$ cat src/rtl/pipeline_latch_buf.sv
// Elastic pipeline latch: DEPTH-entry circular buffer with valid/ready
// handshakes on both sides, synchronous flush and a bubble word when empty.
module pipeline_latch_buf #(
    parameter int unsigned      WIDTH  = 64,
    parameter int unsigned      DEPTH  = 2,
    parameter logic [WIDTH-1:0] BUBBLE = {WIDTH{1'b0}}
) (
    input  logic                       CLK,
    input  logic                       RST,
    input  logic                       flush,
    input  logic                       in_valid,
    output logic                       in_ready,
    input  logic [WIDTH-1:0]           in_data,
    output logic                       out_valid,
    input  logic                       out_ready,
    output logic [WIDTH-1:0]           out_data,
    output logic [$clog2(DEPTH+1)-1:0] count
);

    localparam int unsigned CW = $clog2(DEPTH + 1);
    localparam int unsigned PW = (DEPTH > 1) ? $clog2(DEPTH) : 1;

    logic [WIDTH-1:0] r_mem [DEPTH];
    logic [PW-1:0]    r_wr_ptr;
    logic [PW-1:0]    r_rd_ptr;
    logic [CW-1:0]    r_count;

    logic             w_push;
    logic             w_pop;
    logic [PW-1:0]    w_wr_nxt;
    logic [PW-1:0]    w_rd_nxt;

    // in_ready looks only at registered occupancy, never at out_ready
    assign in_ready  = (r_count < CW'(DEPTH));
    assign out_valid = (r_count != '0);
    assign out_data  = out_valid ? r_mem[r_rd_ptr] : BUBBLE;
    assign count     = r_count;

    assign w_push = in_valid & in_ready;
    assign w_pop  = out_valid & out_ready;

    // explicit wrap so non-power-of-two depths stay in range
    assign w_wr_nxt = (r_wr_ptr == PW'(DEPTH - 1)) ? '0 : r_wr_ptr + PW'(1);
    assign w_rd_nxt = (r_rd_ptr == PW'(DEPTH - 1)) ? '0 : r_rd_ptr + PW'(1);

    always_ff @(posedge CLK or posedge RST) begin
        if (RST) begin
            r_count  <= '0;
            r_wr_ptr <= '0;
            r_rd_ptr <= '0;
        end else if (flush) begin
            r_count  <= '0;
            r_wr_ptr <= '0;
            r_rd_ptr <= '0;
        end else begin
            if (w_push) begin
                r_wr_ptr <= w_wr_nxt;
            end
            if (w_pop) begin
                r_rd_ptr <= w_rd_nxt;
            end
            case ({w_push, w_pop})
                2'b10:   r_count <= r_count + CW'(1);
                2'b01:   r_count <= r_count - CW'(1);
                default: r_count <= r_count;
            endcase
        end
    end

    // storage needs no reset: it is masked by BUBBLE while empty
    always_ff @(posedge CLK) begin
        if (w_push && !flush) begin
            r_mem[r_wr_ptr] <= in_data;
        end
    end

    a_count_bound: assert property (
        @(posedge CLK) disable iff (RST) r_count <= CW'(DEPTH)
    );

endmodule

$ cat config.mk
export PLATFORM = sky130hd
export DESIGN_NAME = pipeline_latch_buf
export DESIGN_NICKNAME = d
export VERILOG_FILES = /design/src/rtl/pipeline_latch_buf.sv
export SDC_FILE = /design/constraint.sdc
export NUM_CORES = 1
export LEC_CHECK = 0
export BUFFER_PORTS_ARGS = -buffer_cell sky130_fd_sc_hd__buf_2
export CORE_MARGIN = 2
export CORE_UTILIZATION = 48
export DETAILED_ROUTE_END_ITERATION = 10
export PLACE_DENSITY = 0.78
export SYNTH_ARGS = -nofsm -noshare
export SYNTH_HDL_FRONTEND = slang
export SYNTH_SLANG_ARGS = --single-unit
export TNS_END_PERCENT = 100
$ cat constraint.sdc
create_clock -name CLK -period 8.49 [get_ports CLK]
set_input_delay 0.849 -clock CLK [delete_from_list [all_inputs] [get_ports CLK]]
set_output_delay 0.849 -clock CLK [all_outputs]
set_load 0.03 [all_outputs]
==> flow_summary.toml, run 1 <==
[outcome]
status = "complete, no violations"

[job]
max-cap-violations = 0

[logic_synthesis]
async_flop_share_pct = 3.03
synthesis.nets = 364
yosys-top-cells-area = "edfxtp_1 76%, mux2i_1 13%, nor2_1 4.9%"
syn_inst = 295
yosysWarnings = 0
synth_flop_cell = "edfxtp_1"
synth_top_family_by_area = "multiplexers"
mappedNetlistArea_mm2 = 0.00509
synthXorXnorAreaFrac_pct = 0.344
yosysTopAreaCell = "edfxtp_1"
synthSimpleGateAreaFrac_pct = 5.95
muxShareOfSynthArea_pct = 12.8
ys_seq_area_share_pct = 77.5
ys_ff_latch = 132
synth_compound_area_share_pct = 0.541
avgSynthCellArea_um2 = 17.2
synth_top_area_share_pct = 75.5
synth_fa_ha_area_share_pct = 0
synth-edff-count = 128
synth_cell_types = 22

[global_routing]
track_usage_pct = 16.1
grt_pass1_wl_mm = 13.8
antenna_found_initial = 0
overflow = 0
grt_max_degree = 66
grt_pass1_vias = 2860

[cts]
cts_hold_buf = 0
path_clk_slew_ps = 60
cts_made_buffers = 17
cts_tree = "done"
cts_resized = 0
clock-sinks = 132
htreeDepth = 4
clockBufferDepth = 2
cts_setup_buffers = 0
cts-root-buf = "clkbuf_8"
clkLatencyLatePin_ps = 510

[sta]
holdWs_ps = 216
fmax_mhz = 316
maxSlewViolCount = 0
worst_slew_pin_slew_ps = 1140
layout_setup_ws_ps = 5320
setup_viol = 0
layout_min_cycle_time_ps = 3170
maxSlewHeadroom_pct = 24.0
period_share_pct = 37.3
fin_worst_skew_ps = 6.76
hold_violations = 0
rsz0062_at_grt = "false"
setup_tns_ps = 0

[final_layout]
diodes = 0
syn_to_final_growth_pct = 26.4
mostFrequentLayoutCell = "buf_2"
layout-drive-gt1-share_pct = 38.1
nNetsFinal = 508
mostFrequentLayoutCells = "136 x buf_2, 128 x edfxtp_1, 66 x nor2_1, 65 x mux2i_1, 16 x clkbuf_16"
fillers = 784
finish.utilization_pct = 62.3

[power_and_ir_drop]
p_switching_mw = 0.385
power_density_mw_per_mm2 = 259
p_seq_share_pct = 46.1
p_leak_nw = 2.48
p_sw_share_pct = 23.1
p_int_mw = 1.28
pwr-share-clk_pct = 43.2
p_total_mw = 1.67
peakVddDrop_mv = 0.140
pwr-share-comb_pct = 10.6

[route]
wl_per_cell_um = 14.9
firstDrtPassIters = 4
wirelength_mm = 8.77
via_count = 2880
viasPerCell = 4.90
dr.first_iter.drc_count = 101
antenna_left = 0
drc = 0

[setup_path]
crit_type = "flop to output pin"
start_kind = "flop"
arrival_ps = 2320
critPathMaxFanout = 65
worstPathRequired_ps = 7640
critPathCaptureType = "output pin"

[placed_design]
dp_worst_setup_slack_ps = 5830
dp_hpwl_mm = 5.22
place.gp.congestion = 0.725
port_buffers = 136

[die]
dieArea_mm2 = 0.0114
coreArea_mm2 = 0.0103
rows = 37
die_h_um = 107
die_w_um = 107
ios = 137
initial_utilization_pct = 49.3

[worst_hold_path]
min_path_type = "input pin to asynchronous set/reset pin"
-- stage by stage --
step                      area (um^2)  std cells
after CTS                        6430        588
after global routing             6430        588
after floorplan                  5090        295
after global placement           5850        556
final                            6430        588
after detailed placement         5850        556
-- power groups by stage --
stage	combinational, mW	clock, mW	sequential [mW]
2_1_floorplan	0.139	0	0.770
4_1_cts	0.180	0.736	0.770
5_1_grt	0.190	0.761	0.773
3_5_place_dp	0.179	0	0.783
3_3_place_gp	0.176	0	0.781
6_report	0.177	0.721	0.769
-- path summary, 6_finish.rpt --
kind | startpoint | to | slack, ps | depth (start not counted)
max | r_rd_ptr | out_data[11] | 5320 | 3
min | RST | count[0] | 220 | 2
max reg2reg | count[1] | r_mem[1][54] | 6520 | 3
min reg2reg | r_wr_ptr | r_wr_ptr | 580 | 2
max in group asynchronous | RST | r_rd_ptr | 8090 | 2
min in group CLK | in_data[16] | r_mem[0][16] | 520 | 1
-- final cells by class --
| cell class | instances | area, um^2 | share of cell area [%] |
|---|---|---|---|
| Clock buffer | 21 | 429 | 6.67 |
| Clock inverter | 11 | 159 | 2.47 |
| Inverter | 3 | 11.3 | 0.175 |
| Multi-Input combinational cell | 146 | 1010 | 15.8 |
| Sequential cell | 132 | 3950 | 61.4 |
| Tap cell | 136 | 170 | 2.64 |
| Timing Repair Buffer | 139 | 703 | 10.9 |
-- cells in the mapped netlist, types with 2 or more instances --
cell and number:
edfxtp_1 128, nor2_1 66, mux2i_1 65, buf_2 6, buf_8 5, dfrtp_1 4
a21oi_1 2, buf_6 2, inv_1 2, nor2b_1 2, xor2_1 2
-- cells by family (layout without fill, tap and decap cells) --
group,Yosys count,count (layout)
AOI/OAI and AO/OA,5,5
xor gates and xnor gates,2,2
buffers and inverters,17,174
DFF,132,132
muxes,65,65
and+or+nand+nor,74,74
-- state kept, by name, indices dropped and copies added, names as in the netlist --
signal    count
r_rd_ptr      1
r_mem       128
count         2
r_wr_ptr      1
-- metal layers --
layer	routed length, um	vias up	part of all wire (%)	GRT usage (%)
met3	610	13	7.0	5.47
li1	-	1379	-	-
met4	150	0	1.7	6.96
met1	3550	1373	40	18.5
met2	4460	115	51	27.5
met5	0	-	0	0
-- critical path, cell delays in order, from the launching register on --
cell and delay [ps]:
dfrtp_4 1180, mux2i_1 330, nor2_1 60, buf_2 200
(Power assumes the default switching activity.)
==> inputs of run 2 (changes only) <==
==> constraint.sdc (replaced) <==
create_clock -name CLK -period 3.2 [get_ports CLK]
set_input_delay 0.32 -clock CLK [delete_from_list [all_inputs] [get_ports CLK]]
set_output_delay 0.32 -clock CLK [all_outputs]
set_load 0.03 [all_outputs]
==> flow_summary.toml, run 2 (same netlist as run 1, synthesis figures left out) <==
[setup_path]
crit_type = "flop to output pin"
reg2reg_depth = 3
critPathCaptureType = "output pin"
arrival_ps = 2130
worstPathRequired_ps = 2880
critPathMaxFanout = 39
r2r-start = "count[1]"
start_kind = "flop"
regToRegEndpoint = "r_mem[1][52]"
r2r_setup_slack_ps = 1200
crit_start = "r_rd_ptr"

[placed_design]
dp_hpwl_mm = 5.49
place.gp.congestion = 0.772
dpl.cell_count = 557
dp_worst_setup_slack_ps = 1210
port_buffers = 136
place_area_mm2 = 0.00589

[die]
coreArea_mm2 = 0.0103
die_w_um = 107
initial_utilization_pct = 49.3
rows = 37
die_h_um = 107
dieArea_mm2 = 0.0114
ios = 137

[final_layout]
syn_to_final_growth_pct = 38.1
fillers = 712
layout-drive-gt1-share_pct = 34.5
diodes = 0
mostFrequentLayoutCell = "buf_2"
largest_register_ffs = 128
multi_input_area_mm2 = 0.00103
fin_area_mm2 = 0.00703
finish.utilization_pct = 68.1
seq_area_mm2 = 0.00395
finalNonFillerCells = 643
largest-register = "r_mem"
mostFrequentLayoutCells = "136 x buf_2, 128 x edfxtp_1, 66 x nor2_1, 65 x mux2i_1, 56 x dlygate4sd3_1"
nNetsFinal = 565

[global_routing]
track_usage_pct = 16.7
grtUsageMet3_pct = 5.29
grt_pass1_vias = 3111
gr-usage-met2_pct = 30.2
antenna_found_initial = 0
met1_usage_pct = 18.4
busiest_layer = "met2"
overflow = 0
grt_pass1_wl_mm = 14.2
grt_max_degree = 66

[power_and_ir_drop]
p_total_mw = 4.43
p_leak_nw = 2.72
power_density_mw_per_mm2 = 630
peakVddDrop_mv = 0.457

[outcome]
status = "complete, no violations"

[route]
antenna_left = 0
viasPerCell = 4.83
drc = 0
firstDrtPassIters = 4
wirelength_mm = 9.62
dr.first_iter.drc_count = 111
via_count = 3103
wl_per_cell_um = 15.0

[sta]
fmax_mhz = 408
layout_min_cycle_time_ps = 2450
hold_violations = 0
holdWs_ps = 24.2
layout_setup_ws_ps = 749
worst_slew_pin_slew_ps = 864
fin_worst_skew_ps = 11.3
rsz0062_at_grt = "false"
setup_tns_ps = 0
setup_viol = 0
maxSlewHeadroom_pct = 42.4
period_share_pct = 76.6
maxSlewViolCount = 0

[cts]
clockBufferDepth = 2
cts_hold_buf = 43
cts_made_buffers = 17
cts_tree = "done"
clkLatencyLatePin_ps = 500
htreeDepth = 4
path_clk_slew_ps = 60
cts-root-buf = "clkbuf_8"
clock-sinks = 132
cts_resized = 0
cts_setup_buffers = 0

[worst_hold_path]
min_path_type = "input pin to flop"
hold_path_depth = 1
min_to = "r_mem[1][55]"
min-delay-start = "in_data[55]"

[job]
max-cap-violations = 0
## run 2: cell types whose count changed in the layout (fill, tap and decap cells not counted), moves of 2 or more
cell           change
clkinv_2           -2
clkinvlp_4         +2
inv_6              +2
clkbuf_1           -4
dlygate4sd3_1     +56
buf_12             +2
## run 2: worst max path at each step
stage,endpoint,cells after the start,slack (ps)
floorplan,r_mem[1][0],2,330
global placement,r_mem[1][16],3,1280
detailed placement,r_mem[1][16],3,1210
CTS,out_data[9],4,720
global route,out_data[9],4,650
finish,out_data[9],4,750
## run 2: critical path, stage by stage, from the launching register on
cell	delay [ps]
dfrtp_4	730
buf_12	330
mux2i_1	260
nor2_1	70
buf_2	190
## run 2: where the power goes
| group | switching [mW] | total (mW) | internal (mW) |
|---|---|---|---|
| clock | 0.676 | 1.85 | 1.18 |
| sequential | 0.0374 | 2.02 | 1.98 |
| combinational | 0.345 | 0.559 | 0.213 |
## run 2: cell type report
class | instances | area share (%)
clock buffers | 17 | 5.89
clock inverters | 13 | 2.28
inverters | 3 | 0.160
multi-input cells | 146 | 14.6
flip-flops and latches | 132 | 56.2
well taps | 136 | 2.42
repair buffers | 196 | 18.5
## run 2: layer usage
layer	wire length, um	vias to the layer above
met3	496	15
met5	0	-
met4	115	0
met1	3810	1486
li1	-	1489
met2	5200	113
==> inputs of run 3 (changes only) <==
==> constraint.sdc (replaced) <==
create_clock -name CLK -period 2.46 [get_ports CLK]
set_input_delay 0.246 -clock CLK [delete_from_list [all_inputs] [get_ports CLK]]
set_output_delay 0.246 -clock CLK [all_outputs]
set_load 0.03 [all_outputs]
==> flow_summary.toml, run 3 (same netlist as run 1, synthesis figures left out) <==
[power_and_ir_drop]
power_density_mw_per_mm2 = 835
p_sw_share_pct = 22.8
peakVddDrop_mv = 0.456
p_leak_nw = 2.80
p_total_mw = 6.01
p_switching_mw = 1.37
pwr-share-clk_pct = 43.8
p_seq_share_pct = 43.6
p_int_mw = 4.64
pwr-share-comb_pct = 12.7

[route]
dr.first_iter.drc_count = 174
wirelength_mm = 10.3
firstDrtPassIters = 5
via_count = 3169
wl_per_cell_um = 15.8
antenna_left = 0
viasPerCell = 4.83
drc = 0

[placed_design]
port_buffers = 136
dp_hpwl_mm = 5.71
place.gp.congestion = 0.718

[sta]
fmax_mhz = 448
maxSlewViolCount = 0
rsz0062_at_grt = "false"
holdWs_ps = 23.1
maxSlewHeadroom_pct = 69.3
period_share_pct = 90.7
hold_violations = 0
worst_slew_pin_slew_ps = 460
setup_viol = 0
layout_min_cycle_time_ps = 2230
fin_worst_skew_ps = 6.28
setup_tns_ps = 0

[final_layout]
finish.utilization_pct = 69.8
diodes = 0
mostFrequentLayoutCell = "buf_2"
syn_to_final_growth_pct = 41.6
mostFrequentLayoutCells = "136 x buf_2, 128 x edfxtp_1, 66 x nor2_1, 65 x mux2i_1, 65 x dlygate4sd3_1"
largest-register = "r_mem"
largest_register_ffs = 128
nNetsFinal = 576
layout-drive-gt1-share_pct = 34.0

[die]
die_h_um = 107
dieArea_mm2 = 0.0114
ios = 137
rows = 37
coreArea_mm2 = 0.0103
die_w_um = 107
initial_utilization_pct = 49.3

[setup_path]
critPathMaxFanout = 50
worstPathRequired_ps = 2210
r2r_setup_slack_ps = 760
critPathCaptureType = "output pin"
regToRegEndpoint = "r_mem[1][6]"
start_kind = "flop"
r2r-start = "count[1]"
crit_type = "flop to output pin"
reg2reg_depth = 3
arrival_ps = 1980

[global_routing]
grt_pass1_vias = 3341
track_usage_pct = 18.9
overflow = 0
grt_pass1_wl_mm = 15.8
grt_max_degree = 65
antenna_found_initial = 0

[cts]
cts_tree = "done"
path_clk_slew_ps = 50
cts-root-buf = "clkbuf_8"
clock-sinks = 132
clockBufferDepth = 2
cts_hold_buf = 65
clkLatencyLatePin_ps = 510
cts_made_buffers = 17
htreeDepth = 4
cts_resized = 0
cts_setup_buffers = 0

[worst_hold_path]
min_path_type = "input pin to flop"
min_to = "count[1]"
min-delay-start = "flush"
hold_path_depth = 2

[job]
max-cap-violations = 0

[outcome]
status = "complete, no violations"
-- run 3: cell types whose count changed in the layout (fill, tap and decap cells not counted) --
cell           previous run  this run
dfrtp_1                   3         2
clkinvlp_4                4         2
clkbuf_8                  1         2
buf_12                    2         4
clkinv_2                  2         3
dlygate4sd3_1            56        65
dfrtp_2                   0         1
clkbuf_1                  0         4
bufinv_16                 3         5
inv_6                     2         0
clkinv_1                  1         0
clkinv_4                  1         0
-- run 3: power by group through the flow --
stage	sequential, mW	clock, mW	combinational (mW)
after global placement	2.66	0	0.667
after floorplan	2.65	0	0.482
after global routing	2.63	2.78	0.814
final	2.62	2.63	0.761
after CTS	2.62	2.67	0.761
after detailed placement	2.66	0	0.679
-- run 3: worst max path at each step --
stage,start,endpoint,slack [ps],cells past startpoint
3_5_place_dp,count[1],r_mem[1][17],760,3
3_3_place_gp,r_rd_ptr,out_data[52],770,4
4_1_cts,r_rd_ptr,out_data[12],210,4
5_1_grt,r_rd_ptr,out_data[12],120,4
2_1_floorplan,count[1],r_mem[1][0],-360,2
6_report,count[1],out_data[11],230,4
-- run 3: critical path, cell delays in order (launching register included) --
cell     delay, ps
dfrtp_2        470
nor2_4         390
buf_12         300
nor2_1         100
buf_2          190
-- run 3: area by class of cell --
cell class                 instances  area (um^2)
tap                              136          170
clock inverter                    10          180
fill                             671         3120
clock buffer                      22          443
timing repair buffer             207         1430
sequential                       132         3950
multi-input combinational        146         1030
inverter                           3         11.3
-- run 3: per-layer routing --
layer / GRT usage, % / routed length [um] / vias to the layer above
met2: 34.1 / 5610 / 115
met5: 0 / 0 / -
met1: 20.3 / 4060 / 1525
met4: 7.88 / 112 / 0
met3: 5.96 / 561 / 10
li1: - / - / 1519
-- run 3: per-stage QoR --
step                      cell area (um^2)  setup slack (ps)  cells
after floorplan                       5110              -363    295
after global placement                5930               774    559
after detailed placement              5930               762    559
after CTS                             7210               207    656
after global routing                  7210               124    656
final                                 7210               230    656
